File: src/rtl/popcount_sched_if.sv
// Request/response bundle between the requesters, the popcount sequencer and the consumer of its results.
// The master side drives the requests and resp_ready. The slave side is the sequencer itself.
interface popcount_sched_if #(
  parameter int N_REQ  = 4,
  parameter int DATA_W = 7
);
  logic [N_REQ-1:0]        req_valid;
  logic [N_REQ-1:0]        req_ready;
  logic [N_REQ*DATA_W-1:0] req_data;
  logic [N_REQ*2-1:0]      req_sel;
  logic                    resp_valid;
  logic [2:0]              resp_id;
  logic [2:0]              resp_count;
  logic                    resp_match;
  logic                    resp_ready;

  modport master (
    output req_valid, req_data, req_sel, resp_ready,
    input  req_ready, resp_valid, resp_id, resp_count, resp_match
  );

  modport slave (
    input  req_valid, req_data, req_sel, resp_ready,
    output req_ready, resp_valid, resp_id, resp_count, resp_match
  );
endinterface

File: src/rtl/popcount_sched.sv
// Round-robin sequencer that shares one bit-serial popcount/compare unit among N_REQ requesters.
// Each accepted word is counted one bit per cycle. The count and its match flag are then held until the consumer takes them.
module popcount_sched #(
  parameter int N_REQ  = 4,
  parameter int DATA_W = 7
) (
  input  logic             clk,
  input  logic             rst,
  popcount_sched_if.slave  bus,
  output logic             busy
);

  typedef enum logic [1:0] {
    S_IDLE  = 2'd0,
    S_COUNT = 2'd1,
    S_RESP  = 2'd2
  } state_e;

  localparam logic [2:0]       LAST_REQ = 3'(N_REQ - 1);
  localparam logic [2:0]       LAST_BIT = 3'(DATA_W - 1);
  localparam logic [N_REQ-1:0] ONE_HOT0 = N_REQ'(1);

  // The match flag compares the ones in the 3-bit count against the select.
  function automatic logic match_fn(input logic [2:0] cnt, input logic [1:0] sel);
    logic [1:0] ones;
    ones = {1'b0, cnt[0]} + {1'b0, cnt[1]} + {1'b0, cnt[2]};
    return (ones == sel);
  endfunction

  // Returns {found, index} for the first valid requester at or after ptr, wrapping modulo N_REQ.
  function automatic logic [3:0] rr_pick(input logic [N_REQ-1:0] v, input logic [2:0] ptr);
    logic [3:0]       r;
    logic [N_REQ-1:0] sh;
    int               j;
    r = 4'd0;
    for (int k = N_REQ - 1; k >= 0; k--) begin
      j  = (int'(ptr) + k) % N_REQ;
      sh = v >> j;
      if (sh[0]) begin
        r = {1'b1, 3'(j)};
      end else begin
        r = r;
      end
    end
    return r;
  endfunction

  state_e            state_q, state_d;
  logic [2:0]        rr_ptr_q, rr_ptr_d;
  logic [DATA_W-1:0] shreg_q, shreg_d;
  logic [2:0]        acc_q, acc_d;
  logic [2:0]        bit_q, bit_d;
  logic [1:0]        sel_q, sel_d;
  logic [2:0]        id_q, id_d;
  logic              resp_valid_q, resp_valid_d;
  logic [2:0]        resp_id_q, resp_id_d;
  logic [2:0]        resp_count_q, resp_count_d;
  logic              resp_match_q, resp_match_d;

  logic [3:0]        pick_s;
  logic              grant_vld_s;
  logic [2:0]        grant_idx_s;
  logic [DATA_W-1:0] word_s;
  logic [1:0]        gsel_s;
  logic [2:0]        final_cnt_s;
  logic [N_REQ-1:0]  ready_s;

  assign pick_s      = rr_pick(bus.req_valid, rr_ptr_q);
  assign grant_vld_s = pick_s[3];
  assign grant_idx_s = pick_s[2:0];
  assign word_s      = DATA_W'(bus.req_data >> (int'(grant_idx_s) * DATA_W));
  assign gsel_s      = 2'(bus.req_sel >> {grant_idx_s, 1'b0});
  // The final count includes the bit that is consumed on the edge leaving COUNT.
  assign final_cnt_s = acc_q + {2'b00, shreg_q[0]};

  // Next-state, datapath and handshake decode for the IDLE/COUNT/RESP sequencer.
  always_comb begin
    state_d      = state_q;
    rr_ptr_d     = rr_ptr_q;
    shreg_d      = shreg_q;
    acc_d        = acc_q;
    bit_d        = bit_q;
    sel_d        = sel_q;
    id_d         = id_q;
    resp_valid_d = resp_valid_q;
    resp_id_d    = resp_id_q;
    resp_count_d = resp_count_q;
    resp_match_d = resp_match_q;
    ready_s      = '0;
    case (state_q)
      S_IDLE: begin
        if (grant_vld_s && !rst) begin
          ready_s  = ONE_HOT0 << grant_idx_s;
          shreg_d  = word_s;
          sel_d    = gsel_s;
          id_d     = grant_idx_s;
          acc_d    = 3'd0;
          bit_d    = 3'd0;
          rr_ptr_d = (grant_idx_s == LAST_REQ) ? 3'd0 : grant_idx_s + 3'd1;
          state_d  = S_COUNT;
        end else begin
          state_d = S_IDLE;
        end
      end
      S_COUNT: begin
        acc_d   = final_cnt_s;
        shreg_d = shreg_q >> 1;
        bit_d   = bit_q + 3'd1;
        if (bit_q == LAST_BIT) begin
          state_d      = S_RESP;
          resp_valid_d = 1'b1;
          resp_count_d = final_cnt_s;
          resp_match_d = match_fn(final_cnt_s, sel_q);
          resp_id_d    = id_q;
        end else begin
          state_d = S_COUNT;
        end
      end
      S_RESP: begin
        if (bus.resp_ready) begin
          resp_valid_d = 1'b0;
          state_d      = S_IDLE;
        end else begin
          state_d = S_RESP;
        end
      end
      default: begin
        state_d      = S_IDLE;
        resp_valid_d = 1'b0;
      end
    endcase
  end

  // State and datapath registers with synchronous reset.
  always_ff @(posedge clk) begin
    if (rst) begin
      state_q      <= S_IDLE;
      rr_ptr_q     <= 3'd0;
      shreg_q      <= '0;
      acc_q        <= 3'd0;
      bit_q        <= 3'd0;
      sel_q        <= 2'd0;
      id_q         <= 3'd0;
      resp_valid_q <= 1'b0;
      resp_id_q    <= 3'd0;
      resp_count_q <= 3'd0;
      resp_match_q <= 1'b0;
    end else begin
      state_q      <= state_d;
      rr_ptr_q     <= rr_ptr_d;
      shreg_q      <= shreg_d;
      acc_q        <= acc_d;
      bit_q        <= bit_d;
      sel_q        <= sel_d;
      id_q         <= id_d;
      resp_valid_q <= resp_valid_d;
      resp_id_q    <= resp_id_d;
      resp_count_q <= resp_count_d;
      resp_match_q <= resp_match_d;
    end
  end

  assign bus.req_ready  = ready_s;
  assign bus.resp_valid = resp_valid_q;
  assign bus.resp_id    = resp_id_q;
  assign bus.resp_count = resp_count_q;
  assign bus.resp_match = resp_match_q;
  assign busy           = (state_q != S_IDLE);

endmodule
File: src/flat_wrapper.sv
// flat-port wrapper written by rule: the top's interface ports become plain ports
module popcount_sched_flat 
#(
  parameter int N_REQ  = 4,
  parameter int DATA_W = 7
)
  (clk, rst, busy, bus_req_valid, bus_req_data, bus_req_sel, bus_resp_ready, bus_req_ready, bus_resp_valid, bus_resp_id, bus_resp_count, bus_resp_match);
  popcount_sched_if #(.N_REQ(N_REQ), .DATA_W(DATA_W)) bus_i ();
  input  logic clk;
  input  logic rst;
  output logic busy;
  input wire logic [$bits(bus_i.req_valid)-1:0] bus_req_valid;
  input wire logic [$bits(bus_i.req_data)-1:0] bus_req_data;
  input wire logic [$bits(bus_i.req_sel)-1:0] bus_req_sel;
  input wire logic [$bits(bus_i.resp_ready)-1:0] bus_resp_ready;
  output wire logic [$bits(bus_i.req_ready)-1:0] bus_req_ready;
  output wire logic [$bits(bus_i.resp_valid)-1:0] bus_resp_valid;
  output wire logic [$bits(bus_i.resp_id)-1:0] bus_resp_id;
  output wire logic [$bits(bus_i.resp_count)-1:0] bus_resp_count;
  output wire logic [$bits(bus_i.resp_match)-1:0] bus_resp_match;
  assign bus_i.req_valid = bus_req_valid;
  assign bus_i.req_data = bus_req_data;
  assign bus_i.req_sel = bus_req_sel;
  assign bus_i.resp_ready = bus_resp_ready;
  assign bus_req_ready = bus_i.req_ready;
  assign bus_resp_valid = bus_i.resp_valid;
  assign bus_resp_id = bus_i.resp_id;
  assign bus_resp_count = bus_i.resp_count;
  assign bus_resp_match = bus_i.resp_match;
  popcount_sched #(.N_REQ(N_REQ), .DATA_W(DATA_W)) u_core (.clk(clk), .rst(rst), .bus(bus_i), .busy(busy));
endmodule
File: config.mk
export PLATFORM = sky130hd
export DESIGN_NAME = popcount_sched_flat
export DESIGN_NICKNAME = d
export VERILOG_FILES = /design/src/rtl/popcount_sched_if.sv /design/src/rtl/popcount_sched.sv /design/src/flat_wrapper.sv
export SDC_FILE = /design/constraint.sdc
export NUM_CORES = 1
export LEC_CHECK = 0
export CAP_MARGIN = 20
export CORE_ASPECT_RATIO = 0.8
export CORE_UTILIZATION = 48
export DETAILED_ROUTE_END_ITERATION = 10
export PLACE_DENSITY_LB_ADDON = 0.05
export SLEW_MARGIN = 0
export SYNTH_ARGS = -nofsm -noshare
export SYNTH_HDL_FRONTEND = slang
export SYNTH_SLANG_ARGS = --single-unit
File: constraint.sdc
create_clock -name clk -period 3.2 [get_ports clk]
set_input_delay 0.8 -clock clk [delete_from_list [all_inputs] [get_ports clk]]
set_output_delay 0.8 -clock clk [all_outputs]
set_load 0.005 [all_outputs]
==> impl_metrics.py <==
metrics = {
    "status": {
        "status": "completed",
    },
    "drt": {
        "route.vias.total": 1448,
        "wire_per_inst_um": 12.7,
        "final_antenna_net_count": 0,
        "firstDrtPassIters": 4,
        "drt-initial-drc-count": 35,
        "drc_errors": 0,
        "viasPerCell": 5.23,
        "totalWireLength_um": 3530,
    },
    "synthesis": {
        "synth_xor_area_frac": 0.0170,
        "synth-adder-area-share": 0.0534,
        "synth_fp_nets": 226,
        "synth_ff_type": "dfxtp_1",
        "synth-simple-area-share": 0.216,
        "synth_cell_types": 34,
        "yosysMostFrequentCell": "dfxtp_1",
        "synth_seq_area_share": 0.363,
        "synth_commonest_cells": "dfxtp_1 (28), nand2_1 (24), mux2i_1 (19), a21oi_1 (17), nor2_1 (14)",
        "synth_top_family_by_area": "simple AND/OR/NAND/NOR gates",
        "syn_area_mm2": 0.00155,
        "async_flop_share": 0,
        "yosys-mux-area-fraction": 0.123,
        "syn_inst": 177,
        "post_synth.cell_area_avg_um2": 8.73,
        "yosysTopAreaCell": "dfxtp_1",
        "synth-seq-cells": 28,
        "ys_warn_count": 0,
        "ys_top_cells_by_area": "dfxtp_1 (36%), mux2i_1 (12%), nand2_1 (5.8%)",
        "synth_compound_area_frac": 0.176,
        "synth_edf_count": 0,
        "synth_top_area_frac": 0.363,
    },
    "cells_and_area": {
        "syn_to_final_growth_pct": 44.2,
        "num_antenna_cells": 0,
        "fin_nets": 287,
        "fin_area_mm2": 0.00223,
        "drive_gt1_frac": 0.105,
        "fin_cells": 277,
        "fill_cells": 234,
        "postLayoutCoreUtil": 0.722,
    },
    "timing": {
        "max_slew_margin": 0.493,
        "worstMarginPinSlew_ns": 0.758,
        "drv_slew": 0,
        "whs_ns": 0.456,
        "setup_ws_ns": 0.311,
        "max_clock_freq_mhz": 346,
        "setup_tns_ns": 0,
        "rsz0062_at_grt": "no",
        "fin_crit_ns": 2.89,
        "finalClockSkew_ns": 0.00200,
        "period_share": 0.903,
        "final_hold_viol_count": 0,
        "finalSetupViolations": 0,
    },
    "floorplanning": {
        "coreArea_mm2": 0.00309,
        "ios": 56,
        "rows": 18,
        "fp.dieArea_mm2": 0.00345,
        "start_util": 0.501,
        "die_w_um": 65.4,
        "die_h_um": 52.8,
    },
    "pwr": {
        "leakage_nw": 0.906,
        "power_density_mw_per_mm2": 380,
        "total_power_mw": 0.847,
        "ir_worst_vdd_v": 0.000441,
    },
    "placed_design": {
        "place_area_mm2": 0.00216,
        "port_buffers": 54,
        "place_inst": 272,
        "place_hpwl_um": 2780,
        "gp_congestion": 0.814,
        "pre_cts_ws_ns": -0.229,
    },
    "clocking": {
        "cts_tree": "yes",
        "cts_root_buf": "clkbuf_8",
        "cts.reportedPaths.clkPinSlew_ns": 0.09,
        "cts.sinks": 28,
        "numCtsBuffers": 3,
        "clockBufferDepth": 2,
        "clk-insertion-delay-late_ns": 0.27,
        "cts_max_level": 1,
        "ctsHoldBuffers": 0,
    },
    "setup_path": {
        "critical_path_required_ns": 2.40,
        "path_class": "primary input to output port",
        "path_max_fanout": 3,
        "rrSetupSlack_ns": 1.34,
        "arrival_ns": 2.09,
        "rr_worst_depth": 7,
        "cp-start-kind": "primary input",
        "critPathMaxStageDelay_ns": 0.55,
        "cp_slowest_cell": "or4_4",
        "r2r-end": "u_core.bus.resp_match$_SDFFE_PP0P_",
        "crit_family": "simple AND/OR/NAND/NOR gates",
        "worstPathCellList": "dlygate4sd2_1, or4_4, nand2_2, nor2_1, and2_1, dlymetal6s2s_1",
        "crit_path_end_kind": "output port",
        "reg2reg_from": "u_core.acc_q[0]$_SDFFE_PP0P_",
        "crit_start": "bus_req_valid[3]",
        "path_buf_inv": 2,
        "cp.depth": 6,
        "cp-endpoint": "bus_req_ready[3]",
    },
    "global_routing": {
        "grt_max_degree": 29,
        "grt_antenna_before_repair": 0,
        "grt_pass1_vias": 1353,
        "grt-ovfl-total": 0,
        "track_usage": 0.218,
        "grt_first_pass_wirelength_um": 5840,
    },
    "hold_path": {
        "worstHoldPathType": "register to register",
    },
    "flow_run": {
        "drv_cap": 0,
    },
}
## cells by family (layout without fill, tap and decap cells)
group | count (synthesis) | count (layout)
other | 1 | 1
muxes | 19 | 19
AOI/OAI and AO/OA | 38 | 38
xor gates and xnor gates | 3 | 3
DFF | 28 | 28
buffers and inverters | 15 | 75
adders and majority gates | 6 | 6
and+or+nand+nor | 67 | 67
## worst min-delay path: cells and delay by family (launching register included)
kind,cells,cell delay (ns)
and+or+nand+nor,1,0.05
DFF,1,0.32
AOI/OAI and AO/OA,1,0.05
## state kept, by name, summed over array words and instances, names as in the netlist
| signal | cells |
|---|---|
| u_core.id_q | 2 |
| u_core.bus.resp_valid | 1 |
| u_core.sel_q | 2 |
| u_core.bus.resp_match | 1 |
| u_core.acc_q | 3 |
| u_core.bus.resp_id | 2 |
| u_core.bus.resp_count | 3 |
| u_core.bit_q | 3 |
| u_core.rr_ptr_q | 2 |
| u_core.state_q | 2 |
| u_core.shreg_q | 7 |
## power breakdown
part,switching (mW),total [mW],internal (mW),leakage [nW]
Combinational,0.105,0.241,0.136,0.648
Sequential,0.0208,0.397,0.376,0.229
Clock,0.0996,0.210,0.110,0.0288
## final cells by class
cell class                 instances  area, um^2  share of cell area
multi-input combinational        134         911               0.409
timing repair buffer              65         629               0.282
sequential                        28         561               0.252
clock buffer                       4        55.1              0.0247
tap                               40        50.0              0.0225
inverter                           6        22.5              0.0101
## worst min-delay path by stage
stage	start	to	slack, ns	cells past startpoint
final	u_core.id_q[0]$_SDFFE_PP0P_	u_core.bus.resp_id[0]$_SDFFE_PP0P_	0.46	2
after global routing	u_core.id_q[1]$_SDFFE_PP0P_	u_core.bus.resp_id[1]$_SDFFE_PP0P_	0.48	2
after CTS	u_core.bus.resp_id[1]$_SDFFE_PP0P_	u_core.bus.resp_id[1]$_SDFFE_PP0P_	0.46	2
after detailed placement	u_core.bus.resp_id[1]$_SDFFE_PP0P_	u_core.bus.resp_id[1]$_SDFFE_PP0P_	0.45	2
after global placement	u_core.bus.resp_match$_SDFFE_PP0P_	u_core.bus.resp_match$_SDFFE_PP0P_	0.44	2
after floorplan	u_core.id_q[0]$_SDFFE_PP0P_	u_core.bus.resp_id[0]$_SDFFE_PP0P_	0.43	2
## placed cells by master (no fill, tap or decap), drive strengths merged, types with 2 or more instances in the layout
cell / instances
a211oi: 3
dfxtp: 28
mux2i: 19
nand2: 25
and2: 2
clkbuf: 4
nand2b: 2
clkdlybuf4s50: 46
nand3b: 4
nor3: 2
inv: 6
xor2: 2
a22oi: 6
nor2: 14
or2: 8
buf: 11
nand3: 6
dlygate4sd2: 3
dlymetal6s2s: 4
ha: 5
nor2b: 2
a21oi: 17
o221ai: 9
## routing by layer
layer / global-route usage / routed length [um] / up-vias
li1: - / - / 740
met1: 0.265 / 1580 / 672
met2: 0.409 / 1770 / 34
met3: 0.0457 / 165 / 2
met4: 0.0217 / 12 / 0
met5: 0 / 0 / -
## repair_timing
| item | CTS | global route |
|---|---|---|
| setup endpoints to repair | 4 | 4 |
| gates resized for setup | 5 | 5 |
| pin swaps | 1 | 1 |
| buffers inserted | 0 | 1 |
No activity file was read; power rests on OpenSTA's default activity.
